## src/rtl/gate_exerciser_pkg.sv

```systemverilog
// gate_exerciser shared definitions
// states, vector count and common truth tables
package gate_exerciser_pkg;

    typedef enum logic [1:0] {
        ST_IDLE   = 2'd0,
        ST_APPLY  = 2'd1,
        ST_SAMPLE = 2'd2,
        ST_DONE   = 2'd3
    } state_e;

    localparam int NUM_VEC = 4;

    localparam logic [3:0] TT_NOT_A = 4'b0011;
    localparam logic [3:0] TT_AND   = 4'b1000;
    localparam logic [3:0] TT_OR    = 4'b1110;
    localparam logic [3:0] TT_XOR   = 4'b0110;
    localparam logic [3:0] TT_NAND  = 4'b0111;
    localparam logic [3:0] TT_NOR   = 4'b0001;

    // one-hot select of a result slot for vector index i
    function automatic logic [3:0] vec_sel(input logic [1:0] i);
        vec_sel = 4'b0001 << i;
    endfunction

endpackage

```

## src/rtl/gate_exerciser_settle_timer.sv

```systemverilog
// settle_timer: loadable down-counter
// last flags the final settle cycle (count == 1)
module settle_timer
    import gate_exerciser_pkg::*;
#(
    parameter int unsigned W = 1
) (
    input  logic         clk,
    input  logic         rst_n,
    input  logic         load,
    input  logic         en,
    input  logic [W-1:0] load_val,
    output logic         last
);

    logic [W-1:0] cnt_q;
    logic [W-1:0] cnt_d;

    // load wins over decrement
    always_comb begin
        cnt_d = cnt_q;
        if (load) begin
            cnt_d = load_val;
        end else if (en) begin
            cnt_d = cnt_q - W'(1);
        end
    end

    // counter register
    always_ff @(posedge clk or negedge rst_n) begin
        if (!rst_n) begin
            cnt_q <= '0;
        end else begin
            cnt_q <= cnt_d;
        end
    end

    assign last = (cnt_q == W'(1));

endmodule

```

## src/rtl/gate_exerciser.sv

```systemverilog
// gate_exerciser: walks a 2-input gate through
// all four vectors and checks y against expect_tt
module gate_exerciser
    import gate_exerciser_pkg::*;
#(
    parameter int unsigned SETTLE = 1
) (
    input  logic       clk,
    input  logic       rst_n,
    input  logic       start,
    input  logic [3:0] expect_tt,
    input  logic       y,
    output logic       a,
    output logic       b,
    output logic       busy,
    output logic       done,
    output logic       pass,
    output logic [3:0] captured,
    output logic [3:0] fail_mask
);

    localparam int unsigned CW = $clog2(SETTLE + 1);
    localparam logic [1:0] LAST_IDX = 2'(NUM_VEC - 1);

    state_e     state_q, state_d;
    logic [1:0] idx_q, idx_d;
    logic [3:0] tt_q, tt_d;
    logic       a_q, a_d;
    logic       b_q, b_d;
    logic       busy_q, busy_d;
    logic       done_q, done_d;
    logic       pass_q, pass_d;
    logic [3:0] cap_q, cap_d;
    logic [3:0] fm_q, fm_d;

    logic       tmr_load;
    logic       tmr_en;
    logic       tmr_last;
    logic [3:0] slot;

    settle_timer #(
        .W (CW)
    ) u_timer (
        .clk      (clk),
        .rst_n    (rst_n),
        .load     (tmr_load),
        .en       (tmr_en),
        .load_val (CW'(SETTLE)),
        .last     (tmr_last)
    );

    assign slot = vec_sel(idx_q);

    // sequencer next-state and registered outputs
    always_comb begin
        state_d  = state_q;
        idx_d    = idx_q;
        tt_d     = tt_q;
        a_d      = a_q;
        b_d      = b_q;
        busy_d   = busy_q;
        done_d   = 1'b0;
        pass_d   = pass_q;
        cap_d    = cap_q;
        fm_d     = fm_q;
        tmr_load = 1'b0;
        tmr_en   = 1'b0;
        unique case (state_q)
            ST_IDLE: begin
                a_d    = 1'b0;
                b_d    = 1'b0;
                busy_d = 1'b0;
                if (start) begin
                    tt_d     = expect_tt;
                    cap_d    = '0;
                    fm_d     = '0;
                    pass_d   = 1'b0;
                    idx_d    = '0;
                    tmr_load = 1'b1;
                    busy_d   = 1'b1;
                    state_d  = ST_APPLY;
                end
            end
            ST_APPLY: begin
                tmr_en = 1'b1;
                if (tmr_last) begin
                    state_d = ST_SAMPLE;
                end
            end
            ST_SAMPLE: begin
                if (y) begin
                    cap_d = cap_q | slot;
                end
                if (y ^ tt_q[idx_q]) begin
                    fm_d = fm_q | slot;
                end
                if (idx_q != LAST_IDX) begin
                    idx_d      = idx_q + 2'd1;
                    {a_d, b_d} = idx_q + 2'd1;
                    tmr_load   = 1'b1;
                    state_d    = ST_APPLY;
                end else begin
                    a_d     = 1'b0;
                    b_d     = 1'b0;
                    busy_d  = 1'b0;
                    done_d  = 1'b1;
                    pass_d  = (fm_d == 4'b0000);
                    state_d = ST_DONE;
                end
            end
            ST_DONE: begin
                state_d = ST_IDLE;
            end
            default: begin
                state_d = ST_IDLE;
            end
        endcase
    end

    // state and result registers
    always_ff @(posedge clk or negedge rst_n) begin
        if (!rst_n) begin
            state_q <= ST_IDLE;
            idx_q   <= '0;
            tt_q    <= '0;
            a_q     <= 1'b0;
            b_q     <= 1'b0;
            busy_q  <= 1'b0;
            done_q  <= 1'b0;
            pass_q  <= 1'b0;
            cap_q   <= '0;
            fm_q    <= '0;
        end else begin
            state_q <= state_d;
            idx_q   <= idx_d;
            tt_q    <= tt_d;
            a_q     <= a_d;
            b_q     <= b_d;
            busy_q  <= busy_d;
            done_q  <= done_d;
            pass_q  <= pass_d;
            cap_q   <= cap_d;
            fm_q    <= fm_d;
        end
    end

    assign a         = a_q;
    assign b         = b_q;
    assign busy      = busy_q;
    assign done      = done_q;
    assign pass      = pass_q;
    assign captured  = cap_q;
    assign fail_mask = fm_q;

endmodule

```

## config.mk

```make
export PLATFORM = sky130hd
export DESIGN_NAME = gate_exerciser
export DESIGN_NICKNAME = d
export VERILOG_FILES = /design/src/rtl/gate_exerciser_pkg.sv /design/src/rtl/gate_exerciser_settle_timer.sv /design/src/rtl/gate_exerciser.sv
export SDC_FILE = /design/constraint.sdc
export NUM_CORES = 1
export LEC_CHECK = 0
export BUFFER_PORTS_ARGS = -buffer_cell sky130_fd_sc_hd__buf_4
export CAP_MARGIN = 40
export CORE_MARGIN = 5
export CORE_UTILIZATION = 55
export DETAILED_ROUTE_END_ITERATION = 10
export MAX_ROUTING_LAYER = met4
export PLACE_DENSITY = 0.81
export SYNTH_ARGS = -nofsm -noshare
export SYNTH_HDL_FRONTEND = slang
export SYNTH_SLANG_ARGS = --single-unit
```

## constraint.sdc

```tcl
create_clock -name clk -period 4.55 [get_ports clk]
set_input_delay 0.6825 -clock clk [delete_from_list [all_inputs] [get_ports clk]]
set_output_delay 0.6825 -clock clk [all_outputs]
set_load 0.02 [all_outputs]
```

Word level (Yosys, flattened, before mapping)
Cells that the tools add are included.

word-level totals
  output and inout port bits = 13
  bits in registers = 22
  input bits = 8
  logic and storage cells = 70

operators by class
  shifts and indexed selects = 1
  $lt $le $gt $ge = 1
  add/subtract/negate cells = 2
  eq/ne operators = 9
  muxes and demuxes = 32
  reductions and logical operators = 11
  bitwise logic cells = 3

operator list
  operator                                               number
  two-way mux 4 bit                                      4
  case mux 4 bit (2 select lines)                        2
  two-way mux 1 bit                                      13
  two-way mux 2 bit                                      5
  inequality test 2 bit, second input constant           5
  case mux 1 bit (2 select lines)                        5
  AND reduction 3 bit                                    3
  OR 4 bit                                               2
  case mux 2 bit (4 select lines)                        1
  AND reduction 2 bit                                    4
  == test 2 bit, second input constant                   2
  logical NOT 4 bit                                      1
  case mux 2 bit (2 select lines)                        1
  nonzero test 2 bit                                     2
  left shift 1 x 2 -> 4 bit, first input constant        1
  < comparator 2 x 3 -> 1 bit, second input constant     1
  adder 2 x 1 -> 2 bit, second input constant            1
  binary-select mux 1 bit (select 2 bit)                 1
  == test 2 x 1 -> 1 bit, second input constant          1
  logical NOT 2 bit                                      1
  inequality test 2 x 1 -> 1 bit, second input constant  1
  subtractor 1 bit, second input constant                1
  bitwise XOR 1 bit                                      1

Depth between registers and ports, before layout
Gate-level depths: netlist (run 1).

  depth in word-level cells = 8
  depth in mapped cells = 4
  depth with buffers taken out = 4

By module
A second synthesis (run 1) with hierarchy kept.

second synthesis, totals
  cell total of the unflattened synthesis = 92
  area, all modules = 984.7 um2

modules (own cells, without submodules)
  module          instances  cells an instance  area each (um2)  seq. area each (um2)
  gate_exerciser  1          88                 942.2            525.5
  settle_timer    1          4                  42.5             25.0

Least setup slack after synthesis (run 1)
OpenSTA, ideal clock, no wires.

  kind = input-to-reg
  start point = input start
  end point = register fm_q[3] (netlist: fail_mask[3])
  library setup time = 0.121 ns
  path slack = 2.917 ns
  path buffers = 1
  data required time = 4.429 ns
  cell stages on the path = 3
  data arrival time = 1.512 ns
  cell sequence = or3b_2 buf_2 a22o_2

between the ends
  word-level cells in the longest chain between the ends = 2

RTL lines
  what                             RTL line               text
  start: declaration               gate_exerciser.sv:10   input logic start,
  inequality test 2 bit (no line)  -
  AND reduction 2 bit (no line)    -
  end signal: assignment           gate_exerciser.sv:143  fm_q <= fm_d;
  end: declaration                 gate_exerciser.sv:34   logic [3:0] fm_q, fm_d;

Every way passes these cells.
A chain may end at the register's enable or synchronous reset.

Final worst setup path (run 1)
  start point = register idx_q[0]
  end point = register fm_q[2] (netlist: fail_mask[2])

between the ends
  word-level cells in the longest chain between the ends = 6
  elaborated cells between the ends (all ways) = 8

RTL lines
  what                                     RTL line               text
  start: declaration                       gate_exerciser.sv:26   logic [1:0] idx_q, idx_d;
  start signal: assignment                 gate_exerciser.sv:135  idx_q <= idx_d;
  binary-select mux 1 bit (select 2 bit)   gate_exerciser.sv:94   if (y ^ tt_q[idx_q]) begin
  two-way mux 1 bit (not written as such)  gate_exerciser.sv:94
  bitwise XOR 1 bit                        gate_exerciser.sv:94
  two-way mux 4 bit *                      gate_exerciser.sv:94
  two-way mux 4 bit *                      gate_exerciser.sv:68   unique case (state_q)
  case mux 4 bit (2 select lines) *        gate_exerciser.sv:68

Mark *: on every way between the ends. The rest lies on a longest branch, timed or not. The select of a mux whose other input is x is not followed.

==> results of run 1 <==
==> final timing paths <==
check,startpoint,endpoint,slack [ps],cells past startpoint
max,idx_q[0],fail_mask[2],2920,3
min,rst_n,fail_mask[1],240,1
max reg2reg,idx_q[0],fail_mask[2],2920,3
min reg2reg,tt_q[2],tt_q[2],500,2
max in group asynchronous,rst_n,u_timer.last,4100,1
min in group clk,tt_q[2],tt_q[2],500,2
==> stage by stage <==
stage / setup slack [ps] / hold WS [ps] / util (%)
floorplan: 2920 / 387 / -
CTS: 2920 / 247 / 68.6
finish: 2920 / 239 / 68.6
global placement: 2800 / 460 / 66.5
detailed placement: 2780 / 478 / 66.5
global route: 2790 / 240 / 68.6
==> layout by cell type, fill, tap and decap left out <==
cell type / count
dfrtp_1: 22
buf_4: 20
nand2_1: 14
nor2_1: 6
o21ai_0: 4
a22o_1: 4
a31oi_1: 4
ha_1: 4
inv_1: 3
a32o_1: 3
clkbuf_4: 3
o31a_1: 2
nor2b_1: 2
a22o_2: 2
nand3b_1: 1
nor3b_2: 1
or3b_2: 1
mux4_2: 1
xor2_1: 1
or4_1: 1
nand3_1: 1
o31ai_1: 1
o21bai_1: 1
o22a_1: 1
mux2_2: 1
clkbuf_8: 1
==> Yosys cell counts <==
master / number / share of area [%]
o31a_1: 2 / 1.8
mux2_2: 1 / 1.2
nand2_1: 14 / 5.4
clkbuf_1: 3 / 1.2
mux4_2: 1 / 2.3
xor2_1: 1 / 0.90
or3b_2: 1 / 0.90
a22o_2: 2 / 2.1
nor2_1: 6 / 2.3
buf_2: 1 / 0.51
nand3b_1: 1 / 0.77
or4_1: 1 / 0.77
a22o_1: 4 / 3.6
nor3b_2: 1 / 1.3
nand3_1: 1 / 0.51
o31ai_1: 1 / 0.77
a32o_1: 3 / 3.1
o22a_1: 1 / 0.90
a31oi_1: 4 / 2.6
o21ai_0: 4 / 2.1
inv_1: 3 / 1.2
nor2b_1: 2 / 1.3
o21bai_1: 1 / 0.77
dfrtp_1: 22 / 57
ha_1: 4 / 5.2
==> power by group <==
part	total, W	switching, W	internal [W]
Sequential	0.000331	0.0000682	0.000263
Combinational	0.000301	0.000157	0.000144
Clock	0.000105	0.0000559	0.0000489
Total	0.000737	0.000281	0.000456
==> logic make-up (layout without fill, tap and decap cells) <==
group / Yosys count / after routing / share of synthesized area, %
DFF: 22 / 22 / 56.7
muxes: 2 / 2 / 3.48
adders and majority gates: 4 / 4 / 5.15
xor gates and xnor gates: 1 / 1 / 0.902
buffers and inverters: 7 / 27 / 2.83
and+or+nand+nor: 27 / 27 / 13.3
AOI/OAI and AO/OA: 22 / 22 / 17.7
==> worst register-to-register path: stages, from the launching register on <==
cell     delay (ps)
dfrtp_1         480
mux4_2          540
xor2_1          330
a32o_1          230
==> final cells by class <==
class                   count  area (µm²)  area share, %
flip-flops and latches     22         551           47.0
multi-input cells          56         393           33.5
repair buffers             20         150           12.8
clock buffers               4        36.3           3.09
well taps                  25        31.3           2.67
inverters                   3        11.3          0.961
==> layer usage <==
layer / wire length (µm) / share of wire (%) / GRT usage [%] / vias up
met2: 902 / 50 / 26.4 / 23
met4: 40 / 2.2 / 5.24 / 0
met5: 0 / 0 / - / -
li1: - / - / - / 346
met1: 739 / 41 / 18.6 / 354
met3: 121 / 6.7 / 4.30 / 6
==> registers in the layout, indices dropped and copies added (netlist names) <==
| register | flops |
|---|---|
| busy | 1 |
| state_q | 2 |
| done | 1 |
| b | 1 |
| idx_q | 2 |
| captured | 4 |
| a | 1 |
| pass | 1 |
| tt_q | 4 |
| fail_mask | 4 |
| u_timer.last | 1 |
==> impl_metrics.csv, run 1 <==
group,metric,value,unit
timing,rsz0062_at_grt,"false",
cts,insertion_delay,300,ps
route,route.detailed.drc,0,
route,vias,729,
global_routing,grt_pass1_vias,703,
setup_path,endpoint_kind,"flip-flop",
route,wl_per_cell,13.9,µm
floorplanning,die-height,52.0,µm
pwr,vdd.ir_drop.worst,426,µV
setup_path,crit_family,"multiplexers",
floorplanning,die_x,52.0,µm
cts,ctsHoldBuffers,0,
timing,fin_crit_sh,35.9,%
place,place_hpwl,1350,µm
pwr,p_leak,0.597,nW
cts,post_cts_buffers,0,
place,gp_congestion,0.768,
pwr,total_power,0.000737,W
floorplanning,die_area,2710,µm²
cts,ctsRootBufferMaster,"clkbuf_4",
cts,clkTransAtPathRegs,110,ps
timing,fin_setup_tns,0,ps
place,dpl_cell_area,1140,µm²
setup_path,critical_path_buf_inv_count,0,
finish,syn2layout_area_growth,20.7,%
cts,cts_buffers,3,
outcome,outcome,"complete, no violations",
cts,cts_resized,0,
floorplanning,start_util,56.8,%
route,routed_wl,1800,µm
logic_synthesis,avgSynthCellArea,11.4,µm²
logic_synthesis,synth_cells,85,
route,drtIter0Drc,4,
setup_path,arrival,1880,ps
global_routing,grt_max_degree,23,
global_routing,grt_pass1_wl,3080,µm
finish,fillers,138,
route,via_per_inst,5.61,
timing,finClkSkew,3.29,ps
finish,fin_nets,118,
cts,clock-sinks,22,
finish,drive_above_1_share,28.6,%
cts,clock_path_buffers,2,
setup_path,worst-setup-path-type,"flip-flop to flip-flop",
place,dp.cells,126,
finish,antenna_cells,0,
timing,maxSlewHeadroom,63.2,%
finish,final_design_area_no_fill,1170,µm²
setup_path,startpoint_type,"flip-flop",
route,drtAntennaViolNets,0,
setup_path,path_cells,"mux4_2 -> xor2_1 -> a32o_1",
global_routing,grt.total_usage,15.9,%
global_routing,antenna_found_initial,0,
floorplanning,core_area,1710,µm²
pwr,p_per_area,628,nW/µm²
logic_synthesis,synth_cell_type_count,25,
timing,hold_viol,0,
logic_synthesis,ys_ff_latch,22,
floorplanning,io_pins,21,
route,detail_route.first_pass.iterations,4,
cts,cts.htree.levels,1,
logic_synthesis,yosys_warnings,0,
timing,maxSlewViolCount,0,
setup_path,required,4800,ps
timing,fmax,613,MHz
timing,post-route-min-period,1630,ps
flow_run,maxCapViolCount,0,
setup_path,critPathMaxFanout,6,
logic_synthesis,ys_seq_area_share,56.7,%
setup_path,slowest_delay,540,ps
logic_synthesis,netlist_area,971,µm²
timing,setup_violations,0,
cts,cts_tree,"yes",
setup_path,slowest_stage,"mux4_2",
place,io_buffers,20,
floorplanning,placementRows,15,
finish,layout.cells.non_filler,130,
global_routing,grt-ovfl-total,0,
logic_synthesis,syn-num-nets,97,
timing,worst_pin_slew,550,ps
min_path,min_path_type,"input port to asynchronous set/reset pin",
No activity file was read; power rests on OpenSTA's default activity.
==> inputs of run 2 (changes only) <==
CORE_UTILIZATION = 51   (was 55)
PLACE_DENSITY = 0.76   (was 0.81)
clock period = 1.7 ns   (was 4.55 ns; I/O delays follow)
==> run 2 against run 1 <==
  * Via count up 1.1%
  * Maximum frequency is 1.6% higher
  * Routed wire length grew 2.8%
  * Clock power rose by 110%
  * Clock skew decreased by 1.8 ps
  * Worst hold slack worse by 100 ps
  * Critical path depth did not move
  * Total power rose to 2.7 times the previous value
  * Register-to-register slack worse by 2800 ps
  * Critical path type unchanged
  * Critical endpoint is now fail_mask[1]
  * Largest cell class unchanged
  * Largest power group is now combinational logic
  * Highest routed layer unchanged
==> impl_metrics.csv, run 2 (synthesized netlist as in run 1, its figures left out) <==
group,metric,value,unit
outcome,outcome,"complete, no violations",
timing,fin_crit_sh,94.5,%
cts,clock-sinks,22,
finish,fillers,155,
cts,clkTransAtPathRegs,110,ps
place,preCtsSetupSlack,108,ps
finish,post-route-util,67.5,%
route,drtAntennaViolNets,0,
route,vias,737,
pwr,p_per_area,1650,nW/µm²
global_routing,grt_pass1_wl,3220,µm
place,gp_congestion,0.769,
timing,fmax,622,MHz
finish,layout.cells.non_filler,132,
pwr,p_leak,0.606,nW
cts,cts.htree.levels,1,
route,routed_wl,1850,µm
setup_path,slowest_stage,"mux4_2",
setup_path,crit_family,"multiplexers",
floorplanning,io_pins,21,
route,wl_per_cell,14.0,µm
timing,maxSlewHeadroom,63.3,%
place,place_hpwl,1380,µm
route,detail_route.first_pass.iterations,5,
setup_path,critical_path_buf_inv_count,0,
cts,ctsRootBufferMaster,"clkbuf_4",
setup_path,critPathMaxFanout,6,
global_routing,grt.total_usage,16.0,%
setup_path,worst-setup-path-type,"flip-flop to flip-flop",
global_routing,grt_max_degree,23,
setup_path,arrival,1800,ps
timing,fin_setup_tns,0,ps
global_routing,antenna_found_initial,0,
place,dp.cells,128,
timing,setup_violations,0,
finish,syn2layout_area_growth,22.7,%
timing,finClkSkew,1.46,ps
timing,maxSlewViolCount,0,
route,route.detailed.drc,0,
place,dpl_cell_area,1150,µm²
timing,rsz0062_at_grt,"false",
finish,final_cell_mix,"dfrtp_1 (22), buf_4 (22), nand2_1 (14)",
cts,clock_path_buffers,2,
route,via_per_inst,5.58,
cts,cts_tree,"yes",
global_routing,grt_pass1_vias,712,
flow_run,maxCapViolCount,0,
cts,insertion_delay,300,ps
finish,fin_nets,121,
finish,drive_above_1_share,29.9,%
pwr,vdd.ir_drop.worst,944,µV
cts,cts_buffers,3,
cts,post_cts_buffers,0,
setup_path,slowest_delay,560,ps
setup_path,path_cells,"mux4_2 -> xor2_2 -> a32o_1",
setup_path,startpoint_type,"flip-flop",
route,drtIter0Drc,9,
timing,setup_slack,93.1,ps
floorplanning,core_area,1760,µm²
setup_path,endpoint_kind,"flip-flop",
floorplanning,die_x,53.6,µm
min_path,min_path_type,"input port to flip-flop",
timing,post-route-min-period,1610,ps
finish,antenna_cells,0,
place,io_buffers,20,
floorplanning,placementRows,15,
global_routing,grt-ovfl-total,0,
timing,worst_pin_slew,549,ps
finish,final_design_area_no_fill,1190,µm²
setup_path,required,1900,ps
floorplanning,start_util,55.0,%
floorplanning,die-height,53.6,µm
floorplanning,die_area,2880,µm²
timing,hold_viol,0,
run 2: changes by cell type in the layout (fill, tap and decap cells not counted):
cell           delta
xor2_1            -1
xor2_2            +1
clkbuf_8          -1
dlygate4sd3_1     +1
buf_4             +2
run 2: worst paths after layout:
| kind | from | endpoint | slack, ps | cells after the start |
|---|---|---|---|---|
| min in group asynchronous | rst_n | pass | 360 | 2 |
| min | expect_tt[0] | tt_q[0] | 140 | 3 |
| max | idx_q[0] | fail_mask[1] | 90 | 3 |
| max in group asynchronous | rst_n | fail_mask[3] | 1120 | 2 |
| max reg2reg | idx_q[0] | fail_mask[1] | 90 | 3 |
| min reg2reg | tt_q[2] | tt_q[2] | 490 | 2 |
run 2: power breakdown:
group | switching (W) | internal, W | total (W)
Sequential | 0.000121 | 0.000705 | 0.000826
Combinational | 0.000495 | 0.000420 | 0.000915
Clock | 0.000141 | 0.0000826 | 0.000223
Total | 0.000757 | 0.00121 | 0.00196
run 2: routing by layer:
layer / global-route usage, % / share of wire (%) / up-vias
met5: - / 0 / -
met1: 18.7 / 42 / 362
met4: 6.38 / 1.3 / 0
met3: 2.49 / 6.3 / 4
met2: 27.6 / 50 / 23
li1: - / - / 348
run 2: tightest hold or removal path, stage by stage:
cell and delay [ps]:
buf_4 70, nand2_1 40, nand2_1 40
run 2: timing repair:
item                                    in CTS  in global routing
endpoints found under the hold margin       22                  0
endpoints found under the setup margin       0                  4
hold buffers                                 1                  0
gates resized for setup                      0                  1
run 2: stage by stage:
step | power (W) | hold slack [ps]
2_1_floorplan | 0.00143 | -40.6
3_3_place_gp | 0.00172 | 156
3_5_place_dp | 0.00174 | 156
4_1_cts | 0.00197 | 127
5_1_grt | 0.00214 | 127
6_report | 0.00196 | 137
run 2: layout make-up:
type,instances,area (µm²),area share (%)
clock buffers,3,22.5,1.89
inverters,3,11.3,0.945
multi-input cells,56,400,33.6
flip-flops and latches,22,551,46.2
well taps,25,31.3,2.63
repair buffers,23,175,14.7
